## src/rtl/caf_freq_step_gen_if.sv

```systemverilog
// caf_freq_step_gen_if: beat interface carrying one frequency step per CAF slice.
// Macro CAF_FSG_TLAST_EN adds tlast (high on the final slice's beat).
//   tvalid          : beat valid (master -> slave)
//   tready          : beat accepted (slave -> master)
//   freq_step       : step magnitude, phase_bits wide
//   neg_shift       : step is negative (slice below center)
//   freq_step_index : slice index of the beat
//   tlast           : last slice (only with CAF_FSG_TLAST_EN)
interface caf_freq_step_gen_if #(
  parameter int unsigned phase_bits        = 10,
  parameter int unsigned foas_counter_bits = 3
);
  logic                         tvalid;
  logic                         tready;
  logic [phase_bits-1:0]        freq_step;
  logic                         neg_shift;
  logic [foas_counter_bits-1:0] freq_step_index;
`ifdef CAF_FSG_TLAST_EN
  logic                         tlast;
`endif

  modport master (
    output tvalid,
    input  tready,
    output freq_step,
    output neg_shift,
`ifdef CAF_FSG_TLAST_EN
    output tlast,
`endif
    output freq_step_index
  );

  modport slave (
    input  tvalid,
    output tready,
    input  freq_step,
    input  neg_shift,
`ifdef CAF_FSG_TLAST_EN
    input  tlast,
`endif
    input  freq_step_index
  );
endinterface

```

## src/rtl/caf_freq_step_gen.sv

```systemverilog
// caf_freq_step_gen: on a start pulse, emits foas frequency steps
// (k - center) * spacing, one beat per slice in slice order, built by
// accumulation (no multiplier). All arithmetic wraps mod 2^phase_bits.
// Optional macro CAF_FSG_TLAST_EN adds m_axis.tlast.
// Ports:
//   clk, rst_n : clock (rising edge), async active-low reset
//   start      : begin a load sequence (ignored unless idle)
//   spacing    : frequency spacing, latched on accepted start
//   m_axis     : beat master (tvalid/tready/freq_step/neg_shift/freq_step_index)
//   busy       : accepted start until last beat accepted
//   done       : one-cycle pulse after last beat accepted
module caf_freq_step_gen #(
  parameter int unsigned phase_bits        = 10,
  parameter int unsigned foas              = 3,
  parameter int unsigned foas_counter_bits = 3
) (
  input  logic                  clk,
  input  logic                  rst_n,
  input  logic                  start,
  input  logic [phase_bits-1:0] spacing,
  caf_freq_step_gen_if.master   m_axis,
  output logic                  busy,
  output logic                  done
);

  localparam int unsigned CENTER = foas / 2;
  localparam logic [foas_counter_bits-1:0] C_CENTER   = foas_counter_bits'(CENTER);
  localparam logic [foas_counter_bits-1:0] C_LAST     = foas_counter_bits'(foas - 1);
  localparam logic [foas_counter_bits-1:0] C_PRE_LAST =
    foas_counter_bits'((CENTER > 0) ? CENTER - 1 : 0);

  typedef enum logic [1:0] {S_IDLE, S_PRELOAD, S_SEND, S_DONE} state_t;

  state_t                       r_state;
  logic [phase_bits-1:0]        r_spacing;
  logic [phase_bits-1:0]        r_mag;
  logic [foas_counter_bits-1:0] r_k;
  logic [foas_counter_bits-1:0] r_pre_cnt;
  logic                         r_valid;
  logic                         r_neg;
  logic                         r_busy;
  logic                         r_done;
`ifdef CAF_FSG_TLAST_EN
  logic                         r_tlast;
`endif

  logic [foas_counter_bits-1:0] w_k_next;
  logic [phase_bits-1:0]        w_mag_next;

  // Magnitude walks down toward zero below center, then back up.
  assign w_k_next   = r_k + foas_counter_bits'(1);
  assign w_mag_next = (r_k < C_CENTER) ? (r_mag - r_spacing) : (r_mag + r_spacing);

  // Sequencer: preload |0-center|*spacing, then stream one beat per slice.
  always_ff @(posedge clk or negedge rst_n) begin
    if (!rst_n) begin
      r_state   <= S_IDLE;
      r_spacing <= '0;
      r_mag     <= '0;
      r_k       <= '0;
      r_pre_cnt <= '0;
      r_valid   <= 1'b0;
      r_neg     <= 1'b0;
      r_busy    <= 1'b0;
      r_done    <= 1'b0;
`ifdef CAF_FSG_TLAST_EN
      r_tlast   <= 1'b0;
`endif
    end else begin
      r_done <= 1'b0;
      case (r_state)
        S_IDLE: begin
          if (start) begin
            r_spacing <= spacing;
            r_mag     <= '0;
            r_k       <= '0;
            r_pre_cnt <= '0;
            r_busy    <= 1'b1;
            r_state   <= (CENTER > 0) ? S_PRELOAD : S_SEND;
          end
        end
        S_PRELOAD: begin
          r_mag     <= r_mag + r_spacing;
          r_pre_cnt <= r_pre_cnt + foas_counter_bits'(1);
          if (r_pre_cnt == C_PRE_LAST) r_state <= S_SEND;
        end
        S_SEND: begin
          if (!r_valid) begin
            // First beat is presented one cycle after entering SEND.
            r_valid <= 1'b1;
            r_neg   <= (r_k < C_CENTER);
`ifdef CAF_FSG_TLAST_EN
            r_tlast <= (r_k == C_LAST);
`endif
          end else if (m_axis.tready) begin
            if (r_k == C_LAST) begin
              r_valid <= 1'b0;
              r_neg   <= 1'b0;
              r_busy  <= 1'b0;
              r_done  <= 1'b1;
              r_state <= S_DONE;
`ifdef CAF_FSG_TLAST_EN
              r_tlast <= 1'b0;
`endif
            end else begin
              r_mag   <= w_mag_next;
              r_k     <= w_k_next;
              r_neg   <= (w_k_next < C_CENTER);
`ifdef CAF_FSG_TLAST_EN
              r_tlast <= (w_k_next == C_LAST);
`endif
            end
          end
        end
        S_DONE: begin
          r_state <= S_IDLE;
        end
        default: begin
          r_state <= S_IDLE;
        end
      endcase
    end
  end

  assign m_axis.tvalid          = r_valid;
  assign m_axis.freq_step       = r_mag;
  assign m_axis.neg_shift       = r_neg;
  assign m_axis.freq_step_index = r_k;
`ifdef CAF_FSG_TLAST_EN
  assign m_axis.tlast           = r_tlast;
`endif
  assign busy = r_busy;
  assign done = r_done;

endmodule

```

## src/flat_wrapper.sv

```systemverilog
// flat-port wrapper written by rule: the top's interface ports become plain ports
module caf_freq_step_gen_flat 
#(
  parameter int unsigned phase_bits        = 10,
  parameter int unsigned foas              = 3,
  parameter int unsigned foas_counter_bits = 3
)
  (clk, rst_n, start, spacing, busy, done, m_axis_tvalid, m_axis_tready, m_axis_freq_step, m_axis_neg_shift, m_axis_freq_step_index);
  caf_freq_step_gen_if #(.phase_bits(phase_bits), .foas_counter_bits(foas_counter_bits)) m_axis_i ();
  input  logic clk;
  input  logic rst_n;
  input  logic start;
  input  logic [phase_bits-1:0] spacing;
  output logic busy;
  output logic done;
  output wire logic [$bits(m_axis_i.tvalid)-1:0] m_axis_tvalid;
  input wire logic [$bits(m_axis_i.tready)-1:0] m_axis_tready;
  output wire logic [$bits(m_axis_i.freq_step)-1:0] m_axis_freq_step;
  output wire logic [$bits(m_axis_i.neg_shift)-1:0] m_axis_neg_shift;
  output wire logic [$bits(m_axis_i.freq_step_index)-1:0] m_axis_freq_step_index;
  assign m_axis_tvalid = m_axis_i.tvalid;
  assign m_axis_i.tready = m_axis_tready;
  assign m_axis_freq_step = m_axis_i.freq_step;
  assign m_axis_neg_shift = m_axis_i.neg_shift;
  assign m_axis_freq_step_index = m_axis_i.freq_step_index;
  caf_freq_step_gen #(.phase_bits(phase_bits), .foas(foas), .foas_counter_bits(foas_counter_bits)) u_core (.clk(clk), .rst_n(rst_n), .start(start), .spacing(spacing), .m_axis(m_axis_i), .busy(busy), .done(done));
endmodule
```

## config.mk

```make
export PLATFORM = sky130hd
export DESIGN_NAME = caf_freq_step_gen_flat
export DESIGN_NICKNAME = d
export VERILOG_FILES = /design/src/rtl/caf_freq_step_gen_if.sv /design/src/rtl/caf_freq_step_gen.sv /design/src/flat_wrapper.sv
export SDC_FILE = /design/constraint.sdc
export NUM_CORES = 1
export LEC_CHECK = 0
export CAP_MARGIN = 30
export CORE_MARGIN = 1
export CORE_UTILIZATION = 45
export DETAILED_ROUTE_END_ITERATION = 7
export DONT_BUFFER_PORTS = 1
export PLACE_DENSITY = 0.6
export SETUP_SLACK_MARGIN = 0.4
export SLEW_MARGIN = 10
export SYNTH_ARGS = -nofsm -noshare
export SYNTH_HDL_FRONTEND = slang
export SYNTH_SLANG_ARGS = --single-unit
```

## constraint.sdc

```tcl
create_clock -name clk -period 3.1 [get_ports clk]
set_input_delay 0.62 -clock clk [delete_from_list [all_inputs] [get_ports clk]]
set_output_delay 0.62 -clock clk [all_outputs]
set_load 0.005 [all_outputs]
```

# == Word-level counts from Yosys, hierarchy flattened ==
# Cells that the tools add are included.
# totals
out_inout_bits,17
in_bits,14
elab_cells,71
reg_bits,32
ram_bits,0
latchBits,0
rom_bits,0
mem_count,0
# classes
mux,33
magnitude_cmp,2
n_shift,0
n_reduce_logical,12
n_bitwise,0
addsub,4
div_mod_pow,0
mul,0
n_eq_ne,11
# op_table
cell,count
$mux W10,5
$pmux W10 S3,1
$reduce_and A5 Y1,4
$mux W1,14
$mux W3,4
$pmux W3 S2,2
$add A10 B10 Y10,1
$mux W2,5
$sub A10 B10 Y10,1
$ne A2 B2 Y1 const B,4
$pmux W2 S4,1
$add A3 B1 Y3 const B,2
$lt A3 B1 Y1 const B,2
$ne A2 B1 Y1 const B,3
$reduce_and A2 Y1,3
$eq A2 B2 Y1 const B,2
$reduce_bool A2 Y1,2
$eq A3 B2 Y1 const B,1
$logic_not A3 Y1,1
$reduce_bool A3 Y1,1
$eq A2 B1 Y1 const B,1
$logic_not A2 Y1,1
$pmux W1 S2,1

# == Depth between registers and ports, before layout ==
# Gate-level depths: netlist of the first run.
# depth
ltp_word,6
mapped_depth,10
mapped_depth_nobuf,10

# == Least setup slack after synthesis of the first run ==
# No wires, ideal clock.
# synth_path
kind,flip-flop to flip-flop
from,"register u_core.r_mag[4], in the netlist u_core.m_axis.freq_step[4]"
to,"register u_core.r_mag[9], in the netlist u_core.m_axis.freq_step[9]"
path_slack_ps,843
path_stages_with_launch,10
period_less_slack_ps,2257
arrival_time_ps,2131
path_buffers,1
setup_time_ps,126
cell_sequence,dfrtp_1 -> ha_1 -> buf_2 -> and3_1 -> a221o_1 -> a31o_2 -> nand4_1 -> nand3_1 -> xnor2_1 -> a221o_1
# synth_between
elab_chain_cells,6
word_cells_on_any_way,7
classes_between,2 x add/sub; 5 x mux
# synth_lines
element,line,source
start: declaration,caf_freq_step_gen.sv:36,logic [phase_bits-1:0] r_mag;
start signal: assignment,caf_freq_step_gen.sv:83,r_mag <= r_mag + r_spacing;
start signal: assignment,caf_freq_step_gen.sv:106,r_mag <= w_mag_next;
$add A10 B10 Y10 or $sub A10 B10 Y10 (tied branches),"caf_freq_step_gen.sv:52, caf_freq_step_gen.sv:83",
$mux W10,caf_freq_step_gen.sv:52,assign w_mag_next = (r_k < C_CENTER) ? (r_mag - r_spacing) : (r_mag + r_spacing);
$mux W10,caf_freq_step_gen.sv:96,if (r_k == C_LAST) begin
$mux W10,caf_freq_step_gen.sv:95,end else if (m_axis.tready) begin
$mux W10,caf_freq_step_gen.sv:88,if (!r_valid) begin
$pmux W10 S3 (*),caf_freq_step_gen.sv:71,case (r_state)
# Mark *: on every way between the ends. The rest lies on a longest branch, timed or not. The select of a mux whose other input is x is not followed.
# A chain may end at the register's enable or synchronous reset.

# == Worst setup path in the final report of the first run ==
# layout_path
from,register u_core.r_state[0]
to,"register u_core.r_mag[9], in the netlist u_core.m_axis.freq_step[9]"
# layout_between
elab_chain_cells,3
word_cells_on_any_way,10
classes_between,6 x eq/ne; 1 x mux; 3 x reduce/logical
# layout_lines
element,line,source
start: declaration,caf_freq_step_gen.sv:34,state_t r_state;
start signal: assignment,caf_freq_step_gen.sv:79,r_state <= (CENTER > 0) ? S_PRELOAD : S_SEND;
$eq A2 B2 Y1 (tied with other cells),caf_freq_step_gen.sv:71,
$ne A2 B1 Y1 (no line) (tied with other cells),--,
$reduce_and A5 Y1 (no line),--,
# Several ways; a longest one is shown, not always the timed one.

==> flow_summary.toml, run 1 <==
[cells_and_area]
layout.core_utilization_pct = 51.08
diodes = 0
layout-drive-gt1-share_pct = 10.99
design.final.nets = 314
p_r_area_growth_vs_syn_pct = 7.923
final_common_cell = "dfrtp_1"
nFillCells = 488
mostFrequentLayoutCells = "dfrtp_1, nand2_1, inv_1, ha_1, a21oi_1"
postLayoutCellArea_um2 = 2659

[pwr]
p_leak_uw = 0.001219
max-vdd-ir-drop_v = 0.0005297
cellPowerDensity_nw_per_um2 = 1140
post-layout-total-power_uw = 3032

[run]
maxCapViolations = 0

[yosys]
synth_top_area_share_pct = 32.50
synth_seq_area_share_pct = 32.50
synthTopCellsByArea = "dfrtp_1, ha_1, mux2_2, nand2_1, inv_1"
yosysWarnings = 0
post_synth.cell_area_avg_um2 = 9.091
synth_seq_cells = 32
syn-instance-count = 271
post_synth_num_cell_types = 57
yosys_most_used_dff = "dfrtp_1"
netlist.top_cell.by_area = "dfrtp_1"
synth-edff-count = 0
synthesis.nets = 313
post_synth_instance_area_um2 = 2464
async_reset_ff_share_pct = 100.0

[timing]
final_min_period_over_clock_period_pct = 81.55
final-max-slew-violation-count = 0
finClkSkew_ns = 0.01252
grt_setup_unrepaired = "true"
timing.fmax_mhz = 395.5
setup-tns-final_ns = 0
hold_violations = 0
final.setup.worst_slack_ns = 0.5718
report.final.setup_viol = 0
slew_headroom_pct = 48.74
worst_pin_slew_ns = 0.7664
tmin_final_ns = 2.528

[floorplanning]
chipHeight_um = 75.99
top_level_ports = 31
core_area_um2 = 5205
fp-row-count = 26
dieArea_um2 = 5774
initial_utilization_pct = 47.33
die_w_um = 75.99

[placed_design]
numPortBuffers = 0
post_dp_cell_area_um2 = 2512
detailedPlacementHpwl_um = 3930
placement_setup_slack_ns = 0.3443
gpl.final_weighted_congestion = 0.7949

[grt]
grt_pass1_wl_um = 9252
initial_antenna_violation_count = 0
first_global_vias = 1859
overall_global_routing_usage_pct = 20.68
grt.overflow.total = 0
maximum_number_of_pins_on_one_net_before_global_route_repair = 22

[clocking]
h-tree-depth = 2
cts_tree = "done"
cts_num_sinks = 32
buffer_cell_driving_the_clock_tree_root = "clkbuf_8"
clock_tree.buffer_depth = 2
clkLatencyLatePin_ns = 0.30
numCtsBuffers = 5
clk_pin_slew_ns = 0.07
post-cts-setup-buffers = 0

[routing]
drt_wl_total_um = 5537
drtAntennaViolNets = 0
drc = 0
drt_first_iter_violations = 109
drt_pass1_iterations = 5
viasPerCell = 5.673
vias = 1946
route.detailed.wl_per_inst_um = 16.14

[setup_path]
crit_fanout = 14
worst-endpoint-required_ns = 3.28
cp-start-kind = "register"
critPathKind = "reg2reg"
crit_arrival_ns = 2.71
setup.worst_path.end_class = "register"

[outcome]
outcome = "finished, final reports clean"

[hold_path]
hold_class = "in2async"
per-layer routing:
| layer | share of wire, % | vias up | global-route usage [%] |
|---|---|---|---|
| li1 | - | 964 | - |
| met1 | 50 | 916 | 28.61 |
| met2 | 43 | 56 | 30.55 |
| met3 | 5.6 | 10 | 5.629 |
| met4 | 1.9 | 0 | 8.269 |
| met5 | 0 | - | 0 |
cell families (layout without fill, tap and decap cells):
| group | count (synthesis) | count (layout) | share of synthesized area, % |
|---|---|---|---|
| AOI/OAI and AO/OA | 76 | 76 | 22.40 |
| and+or+nand+nor | 75 | 75 | 14.53 |
| buffers and inverters | 36 | 38 | 6.145 |
| DFF | 32 | 32 | 32.50 |
| adders and majority gates | 28 | 28 | 14.83 |
| xor gates and xnor gates | 13 | 13 | 4.622 |
| muxes | 11 | 11 | 4.977 |
synth_stat cells (all sizes together) (7+ instances only):
master,count
o21ai,15
dfrtp,32
mux2,10
a22o,9
nand2,30
nand3,7
inv,26
a21oi,17
xnor2,10
ha,26
nor2,15
through the flow:
stage                     hold slack [ns]  cells
final                             0.01768    343
after global routing             0.007682    343
after CTS                        0.004097    342
after detailed placement           0.3250    333
after global placement             0.3251    333
after floorplan                    0.3244    271
flip-flops by register name (all words and copies together), names as in the netlist:
register	flops
u_core.busy	1
u_core.done	1
u_core.m_axis.freq_step	10
u_core.m_axis.freq_step_index	3
u_core.m_axis.neg_shift	1
u_core.m_axis.tvalid	1
u_core.r_pre_cnt	3
u_core.r_spacing	10
u_core.r_state	2
power breakdown:
part           switching, uW  internal (uW)
Clock                    180            242
Sequential               179            579
Combinational           1060            791
Total                   1420           1610
path summary, 6_finish.rpt:
check / endpoint / start / slack [ns] / cells past startpoint
setup / recovery: u_core.m_axis.freq_step[9] / u_core.r_state[0] / 0.57 / 8
hold / removal: u_core.r_spacing[7] / rst_n / 0.02 / 0
setup reg to reg: u_core.m_axis.freq_step[9] / u_core.r_state[0] / 0.57 / 8
hold reg to reg: u_core.r_pre_cnt[1] / u_core.r_pre_cnt[1] / 0.53 / 1
max in group asynchronous: u_core.r_spacing[2] / rst_n / 1.78 / 1
min in group clk: u_core.r_spacing[0] / spacing[0] / 0.46 / 1
worst max-delay path, stage by stage, from the launching register on:
cell	delay [ns]
dfrtp_1	0.38
inv_1	0.09
ha_1	0.31
nor2b_1	0.20
a21oi_2	0.21
nor2b_1	0.20
nand2_1	0.37
a31o_1	0.32
a221o_1	0.33
area by class of cell:
cell class | count | area (um^2) | share of cell area [%]
multi-input combinational | 203 | 1523 | 57.27
timing repair buffer | 4 | 35.03 | 1.318
clock buffer | 5 | 68.82 | 2.588
inverter | 26 | 97.59 | 3.671
tap | 70 | 87.58 | 3.294
sequential | 32 | 800.8 | 30.12
clock inverter | 3 | 46.29 | 1.741
timing repair:
item                                    in CTS  in global routing
endpoints found under the setup margin       1                  2
resized for setup                            1                  2
hold buffers                                 1                  1
hold endpoints to repair                    12                 15
Note: power is estimated with default switching activity, not from simulation.
==> inputs of run 2 (changes only) <==
--- a/config.mk
+++ b/config.mk
@@ -5,6 +5,7 @@
 export SDC_FILE = /design/constraint.sdc
 export NUM_CORES = 1
 export LEC_CHECK = 0
+export ABC_AREA = 1
 export CAP_MARGIN = 30
 export CORE_MARGIN = 1
 export CORE_UTILIZATION = 45
==> constraint.sdc (replaced) <==
create_clock -name clk -period 2.6 [get_ports clk]
set_input_delay 0.52 -clock clk [delete_from_list [all_inputs] [get_ports clk]]
set_output_delay 0.52 -clock clk [all_outputs]
set_load 0.005 [all_outputs]
==> flow_summary.toml, run 2 <==
[setup_path]
r2r_slack_ns = 0.56
critPathKind = "reg2reg"
crit_arrival_ns = 2.21
cp-start-kind = "register"
worst-endpoint-required_ns = 2.77
crit_fanout = 3
setup.worst_path.end_class = "register"

[clocking]
h-tree-depth = 2
clk_pin_slew_ns = 0.08
post-cts-setup-buffers = 0
clkLatencyLatePin_ns = 0.29
buffer_cell_driving_the_clock_tree_root = "clkbuf_8"
cts_tree = "done"
numCtsBuffers = 5
cts_num_sinks = 32
clock_tree.buffer_depth = 2

[pwr]
cellPowerDensity_nw_per_um2 = 1285
max-vdd-ir-drop_v = 0.0006087
p_leak_uw = 0.001450

[floorplanning]
die_w_um = 76.83
fp-row-count = 26
top_level_ports = 31
core_area_um2 = 5238
chipHeight_um = 76.83
dieArea_um2 = 5903
initial_utilization_pct = 48.11

[cells_and_area]
nFillCells = 514
multiInputGateArea_um2 = 1475
sequential_cell_area_um2 = 800.8
layout.core_utilization_pct = 51.70
p_r_area_growth_vs_syn_pct = 7.448
mostFrequentLayoutCells = "nand2_1, inv_1, dfrtp_1"
final_common_cell = "nand2_1"
design.final.nets = 393
final_cells = 422
layout-drive-gt1-share_pct = 9.091
diodes = 0

[grt]
grt_pass1_wl_um = 10290
grt_util_met2_pct = 35.63
grt_most_used_layer = "met2"
global_route.usage.met3_pct = 4.405
first_global_vias = 2189
overall_global_routing_usage_pct = 21.93
initial_antenna_violation_count = 0
grt.overflow.total = 0
grt_use_met1_pct = 29.39
maximum_number_of_pins_on_one_net_before_global_route_repair = 33

[timing]
setup-tns-final_ns = 0
final.setup.worst_slack_ns = 0.5597
tmin_final_ns = 2.040
slew_headroom_pct = 73.83
hold_violations = 0
grt_setup_unrepaired = "false"
finClkSkew_ns = 0.01300
final_min_period_over_clock_period_pct = 78.47
final-max-slew-violation-count = 0
report.final.setup_viol = 0
timing.fmax_mhz = 490.1
worst_pin_slew_ns = 0.3884

[yosys]
netlist_top_cells_count = "nand2_1, inv_1, dfrtp_1, nor2_1, ha_1"
synth_seq_area_share_pct = 31.78
synth_top_family_by_area = "simple AND/OR/NAND/NOR gates"
synth-edff-count = 0
netlist.top_cell.by_area = "dfrtp_1"
synthesis.nets = 391
async_reset_ff_share_pct = 100.0
post_synth_num_cell_types = 35
yosys.cell_count.top_type = "nand2_1"
post_synth_instance_area_um2 = 2520
synth_xor_xnor_area_share_pct = 3.128
synthTopCellsByArea = "dfrtp_1, nand2_1, ha_1, inv_1, o21ai_0"
synth_simple_gate_area_share_pct = 26.46
syn-instance-count = 349
synth_seq_cells = 32
yosysWarnings = 0
post_synth.cell_area_avg_um2 = 7.220
yosys_most_used_dff = "dfrtp_1"
synth_top_area_share_pct = 31.78
synth_compound_area_share_pct = 12.91
yosys-mux-area-fraction_pct = 0.8937
synthAdderAreaFrac_pct = 14.50

[run]
maxCapViolations = 0

[placed_design]
cell_count_after_placement = 413
detailedPlacementHpwl_um = 4566
gpl.final_weighted_congestion = 0.8529
placement_setup_slack_ns = 0.5424
numPortBuffers = 0

[routing]
drtAntennaViolNets = 0
vias = 2169
drt_pass1_iterations = 4
drt_first_iter_violations = 129
viasPerCell = 5.140
drc = 0
route.detailed.wl_per_inst_um = 13.91
drt_wl_total_um = 5869

[outcome]
outcome = "finished, final reports clean"

[hold_path]
hold_class = "in2async"
-- run 2: cell count changes after synthesis, moves of 14 or more --
cell	before	now
inv_1	26	52
nand3_1	7	21
nor2_1	15	29
nand2_1	30	94
-- run 2: cell families after synthesis --
family                   Yosys count
flip-flops                        32
XOR/XNOR                           9
AO/OA/AOI/OAI                     57
buffers and inverters             64
multiplexers                       2
AND/OR/NAND/NOR                  157
adder cells (fa/ha/maj)           28
-- run 2: routing by layer --
layer  part of all wire, %  wire length, um  vias to the layer above
met2                    47             2742                       40
met3                   4.0              234                        5
met1                    48             2830                     1014
met5                     0                0                        -
met4                   1.0               61                        0
li1                      -                -                     1110
-- run 2: per-stage QoR --
| stage | hold WS, ns | total power [uW] | instance area (um^2) |
|---|---|---|---|
| after detailed placement | 0.2252 | 3045 | 2579 |
| after CTS | 0.05190 | 3467 | 2691 |
| after global placement | 0.2250 | 3043 | 2579 |
| after floorplan | 0.2244 | 2586 | 2520 |
| after global routing | 0.05079 | 3870 | 2708 |
| final | 0.04744 | 3481 | 2708 |
-- run 2: layout make-up --
| cell class | count | share of cell area (%) |
|---|---|---|
| well taps | 70 | 3.235 |
| flip-flops and latches | 32 | 29.57 |
| clock inverters | 3 | 0.8780 |
| clock buffers | 5 | 2.542 |
| repair buffers | 4 | 1.571 |
| multi-input cells | 253 | 54.48 |
| inverters | 55 | 7.717 |
-- run 2: final timing paths --
kind | from | to | depth (start not counted)
min in group clk | spacing[0] | u_core.r_spacing[0] | 1
max in group asynchronous | rst_n | u_core.r_spacing[8] | 1
max reg2reg | u_core.m_axis.freq_step[0] | u_core.m_axis.freq_step[6] | 11
min reg2reg | u_core.m_axis.neg_shift | u_core.m_axis.neg_shift | 2
min | rst_n | u_core.r_spacing[1] | 1
max | u_core.m_axis.freq_step[0] | u_core.m_axis.freq_step[6] | 11
-- run 2: critical path, stage by stage, from the launching register on --
cell and delay [ns]:
dfrtp_1 0.40, inv_1 0.08, ha_1 0.23, fa_1 0.42, o21ai_2 0.23, nand2_1 0.07, nand2_1 0.09, nor2_1 0.04
o21ai_0 0.18, nand2_1 0.07, nand3_1 0.06, nand2_1 0.05
-- run 2: timing repair --
| action | 4_1_cts | 5_1_grt |
|---|---|---|
| hold endpoints to repair | 32 | 0 |
| resized for setup | 0 | 4 |
| hold buffers | 1 | 0 |
| setup endpoints to repair | 0 | 2 |
-- run 2: where the power goes --
part           switching (uW)  total (uW)  internal, uW
registers                 161         846           684
clock network             203         392           189
logic                    1460        2240           787
==> inputs of run 3 (changes only) <==
==> constraint.sdc (replaced) <==
create_clock -name clk -period 2 [get_ports clk]
set_input_delay 0.4 -clock clk [delete_from_list [all_inputs] [get_ports clk]]
set_output_delay 0.4 -clock clk [all_outputs]
set_load 0.005 [all_outputs]
==> flow_summary.toml, run 3 (synthesis gave the netlist of run 2 again) <==
[grt]
overall_global_routing_usage_pct = 22.03
initial_antenna_violation_count = 0
grt.overflow.total = 0
first_global_vias = 2229
grt_pass1_wl_um = 10120
maximum_number_of_pins_on_one_net_before_global_route_repair = 33

[setup_path]
cp-start-kind = "register"
r2r_slack_ns = 0.06
critical_path.reg2reg.endpoint = "u_core.m_axis.freq_step[6]"
worst-endpoint-required_ns = 2.22
setup.worst_path.end_class = "register"
critPathKind = "reg2reg"
crit_fanout = 3
crit_arrival_ns = 2.16
worst_r2r_path_depth = 13
worst_r2r_startpoint = "u_core.m_axis.freq_step[0]"

[cells_and_area]
final_cells = 449
sequential_cell_area_um2 = 807.0
multiInputGateArea_um2 = 1783
nFillCells = 467
final_common_cell = "nand2_1"
postLayoutCellArea_um2 = 3254
mostFrequentLayoutCells = "nand2_1, inv_1, dfrtp_1"
layout-drive-gt1-share_pct = 32.72
design.final.nets = 421
layout.core_utilization_pct = 62.14
diodes = 0
p_r_area_growth_vs_syn_pct = 29.15

[clocking]
buffer_cell_driving_the_clock_tree_root = "clkbuf_8"
clkLatencyLatePin_ns = 0.28
clock_tree.buffer_depth = 2
cts_tree = "done"
clk_pin_slew_ns = 0.07
h-tree-depth = 2
numCtsBuffers = 5
cts_num_sinks = 32

[timing]
worst_pin_slew_ns = 0.2902
report.final.setup_viol = 0
grt_setup_unrepaired = "true"
final_min_period_over_clock_period_pct = 96.76
final.setup.worst_slack_ns = 0.06476
tmin_final_ns = 1.935
final-max-slew-violation-count = 0
slew_headroom_pct = 80.51
hold_violations = 0
finClkSkew_ns = 0.004473
timing.fmax_mhz = 516.7

[placed_design]
post_dp_cell_area_um2 = 2649
gpl.final_weighted_congestion = 0.8515
detailedPlacementHpwl_um = 4342
placement_setup_slack_ns = 0.1113
cell_count_after_placement = 419
numPortBuffers = 0

[floorplanning]
chipHeight_um = 76.83
fp-row-count = 26
initial_utilization_pct = 48.11
dieArea_um2 = 5903
top_level_ports = 31
core_area_um2 = 5238
die_w_um = 76.83

[routing]
drc = 0
drtAntennaViolNets = 0
drt_first_iter_violations = 94
vias = 2295
drt_wl_total_um = 6088
viasPerCell = 5.111
drt_pass1_iterations = 4
route.detailed.wl_per_inst_um = 13.56

[pwr]
combinationalPowerShare_pct = 70.9
p_leak_uw = 0.001596
p_clk_share_pct = 9.6
cellPowerDensity_nw_per_um2 = 1737
power_switching_uw = 2760
p_int_uw = 2894
power.share.switching_pct = 48.81
max-vdd-ir-drop_v = 0.0009425
post-layout-total-power_uw = 5654
proportion_of_power_drawn_by_flip_flops_and_latches_pct = 19.6

[hold_path]
hold-path-endpoint = "u_core.r_spacing[0]"
timing.hold.worst.start = "spacing[0]"
hold_class = "in2reg"
timing.hold.worst_path_depth = 1

[run]
maxCapViolations = 0

[outcome]
outcome = "finished, final reports clean"
run 3: worst max path at each step:
stage	from	to	slack, ns	cells after the start
6_report	u_core.m_axis.freq_step[0]	u_core.m_axis.freq_step[6]	0.06	13
5_1_grt	u_core.m_axis.freq_step[0]	u_core.m_axis.freq_step[6]	-0.07	13
4_1_cts	u_core.m_axis.freq_step[0]	u_core.m_axis.freq_step[6]	0.11	13
3_5_place_dp	u_core.m_axis.freq_step[0]	u_core.m_axis.freq_step[6]	0.11	11
3_3_place_gp	u_core.m_axis.freq_step[0]	u_core.m_axis.freq_step[6]	0.13	11
2_1_floorplan	u_core.m_axis.freq_step[0]	u_core.m_axis.freq_step[6]	0.27	13
run 3: power groups by stage:
stage / clock [uW] / sequential [uW] / combinational, uW
2_1_floorplan: 0 / 1050 / 2420
3_3_place_gp: 0 / 1090 / 2950
3_5_place_dp: 0 / 1090 / 2970
4_1_cts: 562 / 1100 / 3630
5_1_grt: 586 / 1140 / 4440
6_report: 542 / 1110 / 4010
run 3: final cells by class:
cell class	count	share of cell area, %
Tap cell	70	2.691
Inverter	55	6.805
Timing Repair Buffer	31	7.958
Multi-Input combinational cell	254	54.79
Sequential cell	32	24.80
Clock buffer	7	2.960
run 3: per-stage QoR:
step / TNS (ns) / hold WS (ns)
CTS: 0 / 0.2550
global placement: 0 / 0.1053
detailed placement: 0 / 0.1053
finish: 0 / 0.2638
global route: -0.1670 / 0.2575
floorplan: 0 / 0.1044
run 3: layer usage:
metal / vias up / wire [um] / GRT usage [%]
met3: 13 / 229 / 4.048
met4: 0 / 141 / 9.038
met5: - / 0 / 0
met1: 1064 / 2799 / 28.26
li1: 1163 / - / -
met2: 55 / 2918 / 36.25
run 3: critical path: stages, from the launching register on:
cell     delay [ns]
dfrtp_1        0.39
ha_2           0.21
inv_2          0.04
fa_2           0.38
o21ai_2        0.14
nand2_1        0.09
nand2_2        0.10
nand2_2        0.06
nand2_2        0.08
xor2_2         0.15
nand2_1        0.07
nand2_1        0.06
nand3_1        0.06
nand2_1        0.06
run 3: timing repair:
action / 4_1_cts / 5_1_grt
hold buffers: 2 / 0
pin swaps: 27 / 20
hold endpoints to repair: 32 / 0
gates resized for setup: 48 / 39
setup buffers: 13 / 7
setup endpoints to repair: 13 / 19
gates cloned: 1 / 0
